### src/rtl/lfsr_pkg.sv
// lfsr_pkg: shared definitions for the LFSR sequencer slice.
//   - op_e      : command opcodes carried on cmd_op
//   - state_e   : sequencer FSM states
//   - LfsrDefTaps / LfsrDefSeed : default tap mask and seed
//   - CntWidth  : width of the step counter (holds 1..256)
//   - lfsr_step : raw Fibonacci step, before zero-lockup substitution
package lfsr_pkg;

    typedef enum logic [1:0] {
        OpSeed = 2'd0,
        OpTaps = 2'd1,
        OpRun  = 2'd2,
        OpNop  = 2'd3
    } op_e;

    typedef enum logic {
        StIdle = 1'b0,
        StRun  = 1'b1
    } state_e;

    localparam logic [7:0]  LfsrDefTaps = 8'h8C;
    localparam logic [7:0]  LfsrDefSeed = 8'h01;
    localparam int unsigned CntWidth    = 9;

    // Shift left, new LSB is the parity of the tapped bits.
    function automatic logic [7:0] lfsr_step(input logic [7:0] s, input logic [7:0] taps);
        return {s[6:0], ^(s & taps)};
    endfunction

endpackage

### src/rtl/lfsr_core.sv
// lfsr_core: LFSR state and tap-mask registers with zero-lockup protection.
// Ports:
//   clk, rst_n           clock, synchronous active-low reset
//   seed_load, seed_val  load a new LFSR state (zero is replaced by DEF_SEED)
//   taps_load, taps_val  load a new tap mask (zero is replaced by DEF_TAPS)
//   step                 advance the LFSR by one step this edge
//   next_val             value the LFSR will hold after a step (combinational)
//   lock_err             sticky: a zero state was loaded or generated
module lfsr_core
    import lfsr_pkg::*;
#(
    parameter logic [7:0] DEF_TAPS = LfsrDefTaps,
    parameter logic [7:0] DEF_SEED = LfsrDefSeed
) (
    input  logic       clk,
    input  logic       rst_n,
    input  logic       seed_load,
    input  logic [7:0] seed_val,
    input  logic       taps_load,
    input  logic [7:0] taps_val,
    input  logic       step,
    output logic [7:0] next_val,
    output logic       lock_err
);

    logic [7:0] lfsr_q;
    logic [7:0] taps_q;
    logic       lock_q;
    logic [7:0] step_raw;
    logic       step_zero;

    always_comb begin
        step_raw  = lfsr_step(lfsr_q, taps_q);
        step_zero = (step_raw == 8'h00);
        next_val  = step_zero ? DEF_SEED : step_raw;
    end

    always_ff @(posedge clk) begin
        if (!rst_n) begin
            lfsr_q <= DEF_SEED;
            taps_q <= DEF_TAPS;
            lock_q <= 1'b0;
        end else begin
            // Seed and step are mutually exclusive: seeds only arrive in IDLE.
            if (seed_load) begin
                if (seed_val == 8'h00) begin
                    lfsr_q <= DEF_SEED;
                    lock_q <= 1'b1;
                end else begin
                    lfsr_q <= seed_val;
                    lock_q <= 1'b0;
                end
            end else if (step) begin
                lfsr_q <= next_val;
                if (step_zero) begin
                    lock_q <= 1'b1;
                end
            end
            if (taps_load) begin
                taps_q <= (taps_val == 8'h00) ? DEF_TAPS : taps_val;
            end
        end
    end

    assign lock_err = lock_q;

endmodule

### src/rtl/lfsr_sequencer.sv
// lfsr_sequencer: command-driven LFSR stepper with a valid/ready output stage.
// Ports:
//   clk, rst_n                  clock, synchronous active-low reset
//   cmd_valid/cmd_ready         command handshake (ready only in IDLE)
//   cmd_op, cmd_arg             opcode (SEED/TAPS/RUN/NOP) and its argument
//   abort                       ends an active RUN without a further step
//   out_valid/out_ready         output handshake; out_data is the post-step LFSR value
//   busy                        high while a RUN is active
//   done                        one-cycle pulse with the final step of a RUN
//   lock_err                    sticky zero-lockup flag from the core
module lfsr_sequencer
    import lfsr_pkg::*;
#(
    parameter logic [7:0] DEF_TAPS = LfsrDefTaps,
    parameter logic [7:0] DEF_SEED = LfsrDefSeed
) (
    input  logic       clk,
    input  logic       rst_n,
    input  logic       cmd_valid,
    output logic       cmd_ready,
    input  logic [1:0] cmd_op,
    input  logic [7:0] cmd_arg,
    input  logic       abort,
    output logic       out_valid,
    input  logic       out_ready,
    output logic [7:0] out_data,
    output logic       busy,
    output logic       done,
    output logic       lock_err
);

    state_e                state_q;
    logic [CntWidth-1:0]   remaining_q;
    logic                  out_valid_q;
    logic [7:0]            out_data_q;
    logic                  done_q;

    op_e        op;
    logic       accept;
    logic       step_en;
    logic [7:0] next_val;

    assign op        = op_e'(cmd_op);
    assign cmd_ready = (state_q == StIdle);
    assign busy      = (state_q == StRun);
    assign accept    = cmd_valid && cmd_ready;
    // Step only when the output slot is free or being drained; abort always wins.
    assign step_en   = (state_q == StRun) && (!out_valid_q || out_ready) && !abort;

    lfsr_core #(
        .DEF_TAPS (DEF_TAPS),
        .DEF_SEED (DEF_SEED)
    ) u_core (
        .clk       (clk),
        .rst_n     (rst_n),
        .seed_load (accept && (op == OpSeed)),
        .seed_val  (cmd_arg),
        .taps_load (accept && (op == OpTaps)),
        .taps_val  (cmd_arg),
        .step      (step_en),
        .next_val  (next_val),
        .lock_err  (lock_err)
    );

    always_ff @(posedge clk) begin
        if (!rst_n) begin
            state_q     <= StIdle;
            remaining_q <= '0;
            out_valid_q <= 1'b0;
            out_data_q  <= 8'h00;
            done_q      <= 1'b0;
        end else begin
            done_q <= 1'b0;

            // Output stage runs in both states so a final value drains after RUN ends.
            if (step_en) begin
                out_data_q  <= next_val;
                out_valid_q <= 1'b1;
            end else if (out_valid_q && out_ready) begin
                out_valid_q <= 1'b0;
            end

            unique case (state_q)
                StIdle: begin
                    if (accept && (op == OpRun)) begin
                        // An argument of zero requests the full 256 steps.
                        remaining_q <= (cmd_arg == 8'h00) ? CntWidth'(256)
                                                          : {1'b0, cmd_arg};
                        state_q     <= StRun;
                    end
                end
                StRun: begin
                    if (abort) begin
                        state_q <= StIdle;
                    end else if (step_en) begin
                        remaining_q <= remaining_q - CntWidth'(1);
                        if (remaining_q == CntWidth'(1)) begin
                            done_q  <= 1'b1;
                            state_q <= StIdle;
                        end
                    end
                end
                default: state_q <= StIdle;
            endcase
        end
    end

    assign out_valid = out_valid_q;
    assign out_data  = out_data_q;
    assign done      = done_q;

endmodule

### config.mk
export PLATFORM = sky130hd
export DESIGN_NAME = lfsr_sequencer
export DESIGN_NICKNAME = d
export VERILOG_FILES = /design/src/rtl/lfsr_pkg.sv /design/src/rtl/lfsr_core.sv /design/src/rtl/lfsr_sequencer.sv
export SDC_FILE = /design/constraint.sdc
export NUM_CORES = 1
export LEC_CHECK = 0
export ABC_CLOCK_PERIOD_IN_PS = 3300
export CAP_MARGIN = 20
export CORE_UTILIZATION = 40
export CTS_BUF_LIST = sky130_fd_sc_hd__clkbuf_4
export CTS_CLUSTER_DIAMETER = 100
export CTS_CLUSTER_SIZE = 30
export DETAILED_ROUTE_END_ITERATION = 16
export PLACE_DENSITY = 0.67
export SLEW_MARGIN = 15
export SYNTH_ARGS = -nofsm -noshare
export SYNTH_HDL_FRONTEND = slang
export SYNTH_SLANG_ARGS = --single-unit
### constraint.sdc
create_clock -name clk -period 3.3 [get_ports clk]
set_input_delay 0.33 -clock clk [delete_from_list [all_inputs] [get_ports clk]]
set_output_delay 0.33 -clock clk [all_outputs]
set_load 0.05 [all_outputs]
==> reports/qor.yml, run 1 <==
outcome: "finished clean"
synth_compound_area_share_pct: 21.3
hold_slack_ns: 0.463
firstDrtPassIters: 4
avgSynthCellArea_um2: 8.42
cts_buffers: 5
dieArea_um2: 4750
synthTopCellsByCount: "nand2_1 (40), dfxtp_1 (37), o21ai_1 (11)"
synth_top_cell_by_area: "dfxtp_1"
tightestPinTransition_ns: 0.709
yosys_most_used_dff: "dfxtp_1"
p_leak_nw: 0.750
p_switching_w: 0.000247
cts_hold_buf: 0
worstSkewPairLatency_ns: 0.34
rsz0062_at_grt: "no"
worstPathCellList: "inv_1 > clkdlybuf4s50_1"
crit_required_ns: 2.97
ant_nets: 0
cts_htree_levels: 2
vdd.ir_drop.worst_uv: 248
grt_pass1_vias: 1419
area_growth_pct: 22.3
async_reset_ff_share_pct: 0
grt_pass1_wl_um: 6710
min_path_type: "reg -> reg"
num_io_pins: 28
synth_fa_ha_area_share_pct: 1.40
gp_congestion: 0.753
dpl.hpwl_um: 2870
antenna_found_initial: 0
io_buffers: 27
synth-seq-cells: 37
cts_resized: 0
synth_area_um2: 1790
cts_tree: "built"
diodes: 0
synth_mux_area_share_pct: 3.35
grtUsageTotal_pct: 19.5
coreArea_um2: 4140
yosysMostFrequentCell: "nand2_1"
crit_path_start_kind: "register"
finalClockSkew_ns: 0.00572
grt.overflow.total: 0
cp_top_family: "buffers and inverters"
final_nets: 256
timing.slew.headroom_pct: 52.3
syn_nets: 230
vias: 1593
swShare_pct: 26.6
clkPwrFrac_pct: 33.7
cp.arrival_ns: 1.84
crit_slowest_cell: "clkdlybuf4s50_1"
min_period_over_period_pct: 65.9
yosysTopAreaCellShare_pct: 41.3
yosysSeqAreaShare_pct: 41.3
drt-total-wl_um: 4150
place_ws_ns: 1.06
synth_edf_count: 0
synthCells: 213
wl_per_cell_um: 14.3
finalCriticalPeriod_ns: 2.17
viasPerCell: 5.49
grt_max_degree: 38
fp-row-count: 23
setup_violations: 0
cts_setup_buffers: 0
power.density_nw_per_um2: 424
ys_warn_count: 0
cp-end-kind: "output pin"
path_class: "reg -> out"
drc: 0
synth-xor-area-share_pct: 4.68
cap_violations: 0
final_hold_viol_count: 0
die_x_um: 69.0
layout-drive-gt1-share_pct: 8.75
cpPeakStageDelay_ns: 0.88
combPwrFrac_pct: 14.8
synth_top_family_by_area: "simple AND/OR/NAND/NOR gates"
path_buf_inv: 2
internal-power_w: 0.000683
clkTransAtPathRegs_ns: 0.12
drt_iter0_markers: 71
clock.fmax_mhz: 460
cts_buffer_depth: 2
tns_ns: 0
seqPwrFrac_pct: 51.4
start_util_pct: 43.3
cts.sinks: 37
synthTopCellsByArea: "dfxtp_1 (41%), nand2_1 (8.4%), mux2i_1 (3.3%)"
synthDistinctLibCells: 44
worstPathMaxFanout: 12
synth-simple-area-share_pct: 24.4
setup_ws_ns: 1.13
clock-root-buffer: "clkbuf_4"
n_fill_cell: 420
drv_slew: 0
die_height_um: 69.0
-- layer usage --
layer / vias to the layer above / track usage (%) / share of wire (%)
met5: - / 0 / 0
met4: 0 / 7.40 / 1.3
met3: 6 / 4.93 / 4.2
met2: 40 / 30.0 / 45
met1: 744 / 26.1 / 50
li1: 803 / - / -
-- worst min-delay path, cell delays in order (launching register included) --
cell and delay (ns):
dfxtp_1 0.33, nand2_1 0.05, a21boi_1 0.05
-- cell usage in the layout (no fill, tap or decap), types with 2 or more instances in the layout --
cell	instances
o21ai_1	11
a21boi_0	5
o22ai_1	3
a2bb2oi_1	2
inv_1	4
o31ai_1	2
clkbuf_4	5
dfxtp_1	37
nor2b_1	9
a21oi_1	6
nor3_1	6
nor2_1	6
nand2b_1	2
o21ai_0	8
buf_4	3
a31oi_1	9
nand2_1	40
clkdlybuf4s50_1	27
nor4_1	4
o2bb2ai_1	2
a21boi_1	5
xnor2_1	3
o21a_1	2
ha_1	2
mux2i_1	6
nand2_2	3
xnor2_2	3
a22oi_1	2
and2_1	3
-- path summary, 6_finish.rpt --
kind	from	endpoint	slack, ns	cells after the start
setup / recovery	busy	cmd_ready	1.13	2
hold / removal	out_data[5]	out_data[5]	0.46	2
setup reg to reg	busy	remaining_q[4]	1.43	8
hold reg to reg	out_data[5]	out_data[5]	0.46	2
-- logic make-up after synthesis --
group | after synthesis
AOI/OAI and AO/OA | 60
adders and majority gates | 2
muxes | 6
and+or+nand+nor | 85
xor gates and xnor gates | 7
buffers and inverters | 16
DFF | 37
-- power by group through the flow --
stage,Sequential [W],Clock [W],Combinational [W]
floorplan,0.000493,0,0.0000830
global placement,0.000488,0,0.000134
detailed placement,0.000488,0,0.000136
CTS,0.000478,0.000322,0.000137
global route,0.000481,0.000341,0.000152
finish,0.000478,0.000313,0.000138
-- final cells by class --
type | instances | area [µm²] | area share (%)
multi-input combinational | 160 | 987 | 45.0
inverter | 4 | 15.0 | 0.685
timing repair buffer | 31 | 308 | 14.0
clock inverter | 3 | 41.3 | 1.88
tap | 50 | 62.6 | 2.85
clock buffer | 5 | 37.5 | 1.71
sequential | 37 | 741 | 33.8
-- sequential cells by signal, indices dropped and copies added (netlist names) --
signal / count
busy: 1
u_core.taps_q: 8
out_valid: 1
u_core.lfsr_q: 8
remaining_q: 9
u_core.lock_err: 1
out_data: 8
done: 1
-- through the flow --
stage | cells | instance area [µm²] | util (%) | power [W]
3_5_place_dp | 281 | 2100 | 50.6 | 0.000625
5_1_grt | 290 | 2190 | 52.9 | 0.000974
2_1_floorplan | 213 | 1790 | - | 0.000576
4_1_cts | 289 | 2180 | 52.5 | 0.000938
3_3_place_gp | 281 | 2100 | 50.6 | 0.000623
6_report | 290 | 2190 | 52.9 | 0.000930
(Power assumes the default switching activity.)
==> run 2, diff against run 1 <==
--- a/config.mk
+++ b/config.mk
@@ -5,7 +5,7 @@
 export SDC_FILE = /design/constraint.sdc
 export NUM_CORES = 1
 export LEC_CHECK = 0
-export ABC_CLOCK_PERIOD_IN_PS = 3300
+export ABC_CLOCK_PERIOD_IN_PS = 2300
 export CAP_MARGIN = 20
 export CORE_UTILIZATION = 40
 export CTS_BUF_LIST = sky130_fd_sc_hd__clkbuf_4
==> constraint.sdc (replaced) <==
create_clock -name clk -period 2.3 [get_ports clk]
set_input_delay 0.23 -clock clk [delete_from_list [all_inputs] [get_ports clk]]
set_output_delay 0.23 -clock clk [all_outputs]
set_load 0.05 [all_outputs]
==> run 2 against run 1 <==
  * Worst hold slack improved by 0.0012 ns
  * Worst setup slack got worse by 0.98 ns
  * First-iteration DRC count increased by 23%
  * Largest power group unchanged
==> reports/qor.yml, run 2 (synthesized netlist as in run 1, its figures left out) <==
start_util_pct: 43.3  # unchanged
grt_max_degree: 38  # unchanged
drt-total-wl_um: 3910  # was 4150 µm
grt_pass1_vias: 1374  # was 1419
cts.sinks: 37  # unchanged
timing.slew.headroom_pct: 56.0  # was 52.3%
hold_depth: 2  # unchanged
cpPeakStageDelay_ns: 0.91  # was 0.88 ns
gp_congestion: 0.786  # was 0.753
vias: 1589  # was 1593
largest_register_ffs: 9  # unchanged
firstDrtPassIters: 4  # unchanged
post-route-util_pct: 52.7  # was 52.9%
setup_violations: 0  # unchanged
p_leak_nw: 0.753  # was 0.750 nW
ant_nets: 0  # unchanged
die_height_um: 69.0  # unchanged
min_period_over_period_pct: 93.8
worstPathCellList: "clkdlybuf4s50_1"  # was inv_1 > clkdlybuf4s50_1
path_buf_inv: 1  # was 2
antenna_found_initial: 0  # unchanged
rsz0062_at_grt: "no"  # unchanged
cts_tree: "built"  # unchanged
viasPerCell: 5.48  # was 5.49
fp-row-count: 23  # unchanged
dieArea_um2: 4750  # unchanged
crit_required_ns: 2.07  # was 2.97 ns
cts_buffer_depth: 2  # unchanged
cap_violations: 0  # unchanged
cts_buffers: 5  # unchanged
tns_ns: 0  # unchanged
mostFrequentLayoutCells: "nand2_1 (40), dfxtp_1 (37), clkdlybuf4s50_1 (27), o21ai_1 (11)"  # unchanged
r2r_start: "busy"  # unchanged
cp_top_family: "buffers and inverters"  # unchanged
reg2reg_to: "remaining_q[3]"  # was remaining_q[4]
hold_slack_ns: 0.464  # was 0.463 ns
finalCriticalPeriod_ns: 2.16
grtUsageTotal_pct: 18.5  # was 19.5%
finalClockSkew_ns: 0.00783  # was 0.00572 ns
cts_resized: 0  # unchanged
drc: 0  # unchanged
tightestPinTransition_ns: 0.654  # was 0.709 ns
diodes: 0  # unchanged
clock.fmax_mhz: 463
n_fill_cell: 394  # was 420
power.density_nw_per_um2: 603  # was 424 nW/µm²
min_path_type: "reg -> reg"  # unchanged
path_class: "reg -> out"  # unchanged
die_x_um: 69.0  # unchanged
num_io_pins: 28  # unchanged
outcome: "finished clean"  # unchanged
hold_start: "out_data[6]"  # was out_data[5]
final_hold_viol_count: 0  # unchanged
r2r_slack_ns: 0.47  # was 1.43 ns
io_buffers: 27  # unchanged
whs_endpoint: "out_data[6]"  # was out_data[5]
cts_hold_buf: 0  # unchanged
startpoint: "busy"  # unchanged
worstPathMaxFanout: 16  # was 12
grt.overflow.total: 0  # unchanged
cp.depth: 1  # was 2
crit_path_start_kind: "register"  # unchanged
regMostFlops: "remaining_q"  # unchanged
wl_per_cell_um: 13.5  # was 14.3 µm
worstSkewPairLatency_ns: 0.34  # about the same
cts_htree_levels: 2  # unchanged
final_common_cell: "nand2_1"  # unchanged
area_growth_pct: 21.9  # was 22.3%
coreArea_um2: 4140  # unchanged
vdd.ir_drop.worst_uv: 201  # was 248 µV
cp-end-kind: "output pin"  # unchanged
cp.arrival_ns: 1.93  # was 1.84 ns
reg2reg_depth: 7  # was 8
dpl.hpwl_um: 2730  # was 2870 µm
cts_setup_buffers: 0  # unchanged
clkTransAtPathRegs_ns: 0.11  # was 0.12 ns
crit_slowest_cell: "clkdlybuf4s50_1"  # unchanged
layout-drive-gt1-share_pct: 9.17  # was 8.75%
drv_slew: 0  # unchanged
drt_iter0_markers: 87  # was 71
final_nets: 257  # was 256
grt_pass1_wl_um: 6350  # was 6710 µm
clock-root-buffer: "clkbuf_4"  # unchanged
power_w: 0.00132  # was 0.000930 W
==> run 2: cell count changes in the layout (fill, tap and decap cells not counted) <==
cell        before  now
buf_4            3    5
buf_8            1    0
clkinv_1         1    0
clkinv_2         0    1
clkinvlp_4       1    0
==> run 2: area by class of cell <==
type / instances / area (µm²) / share of cell area [%]
inverter: 4 / 15.0 / 0.687
multi-input combinational: 160 / 987 / 45.2
clock inverter: 2 / 35.0 / 1.60
tap: 50 / 62.6 / 2.86
timing repair buffer: 32 / 308 / 14.1
sequential: 37 / 741 / 33.9
clock buffer: 5 / 37.5 / 1.72
==> run 2: stage by stage <==
stage          std cells  cell area (µm²)  worst slack (ns)
3_5_place_dp         283             2110             0.489
5_1_grt              290             2190            0.0672
3_3_place_gp         283             2110             0.508
2_1_floorplan        213             1790             0.454
6_report             290             2190             0.142
4_1_cts              290             2190             0.143
==> run 2: routing by layer <==
metal / routed length (µm) / vias to the layer above / GRT usage [%]
met5: 0 / - / 0
met1: 1940 / 742 / 23.8
met4: 61 / 0 / 6.89
li1: - / 803 / -
met2: 1730 / 39 / 29.1
met3: 186 / 5 / 5.10
==> run 2: worst max path at each step <==
stage / to / slack, ns
global placement: busy / 0.51
detailed placement: remaining_q[3] / 0.49
global route: busy / 0.07
floorplan: remaining_q[3] / 0.45
finish: busy / 0.14
CTS: busy / 0.14
==> run 2: where the power goes <==
group          internal [W]  leakage, nW  switching (W)
combinational     0.0000904        0.411       0.000103
sequential         0.000664        0.301      0.0000243
clock              0.000221       0.0410       0.000214
==> run 3, diff against run 2 <==
--- a/config.mk
+++ b/config.mk
@@ -9,9 +9,9 @@
 export CAP_MARGIN = 20
 export CORE_UTILIZATION = 40
 export CTS_BUF_LIST = sky130_fd_sc_hd__clkbuf_4
-export CTS_CLUSTER_DIAMETER = 100
 export CTS_CLUSTER_SIZE = 30
 export DETAILED_ROUTE_END_ITERATION = 16
+export HOLD_SLACK_MARGIN = 0.02
 export PLACE_DENSITY = 0.67
 export SLEW_MARGIN = 15
 export SYNTH_ARGS = -nofsm -noshare
==> results of run 3 <==
Same layout as run 2: the final DEF is identical, and so are final timing and power.
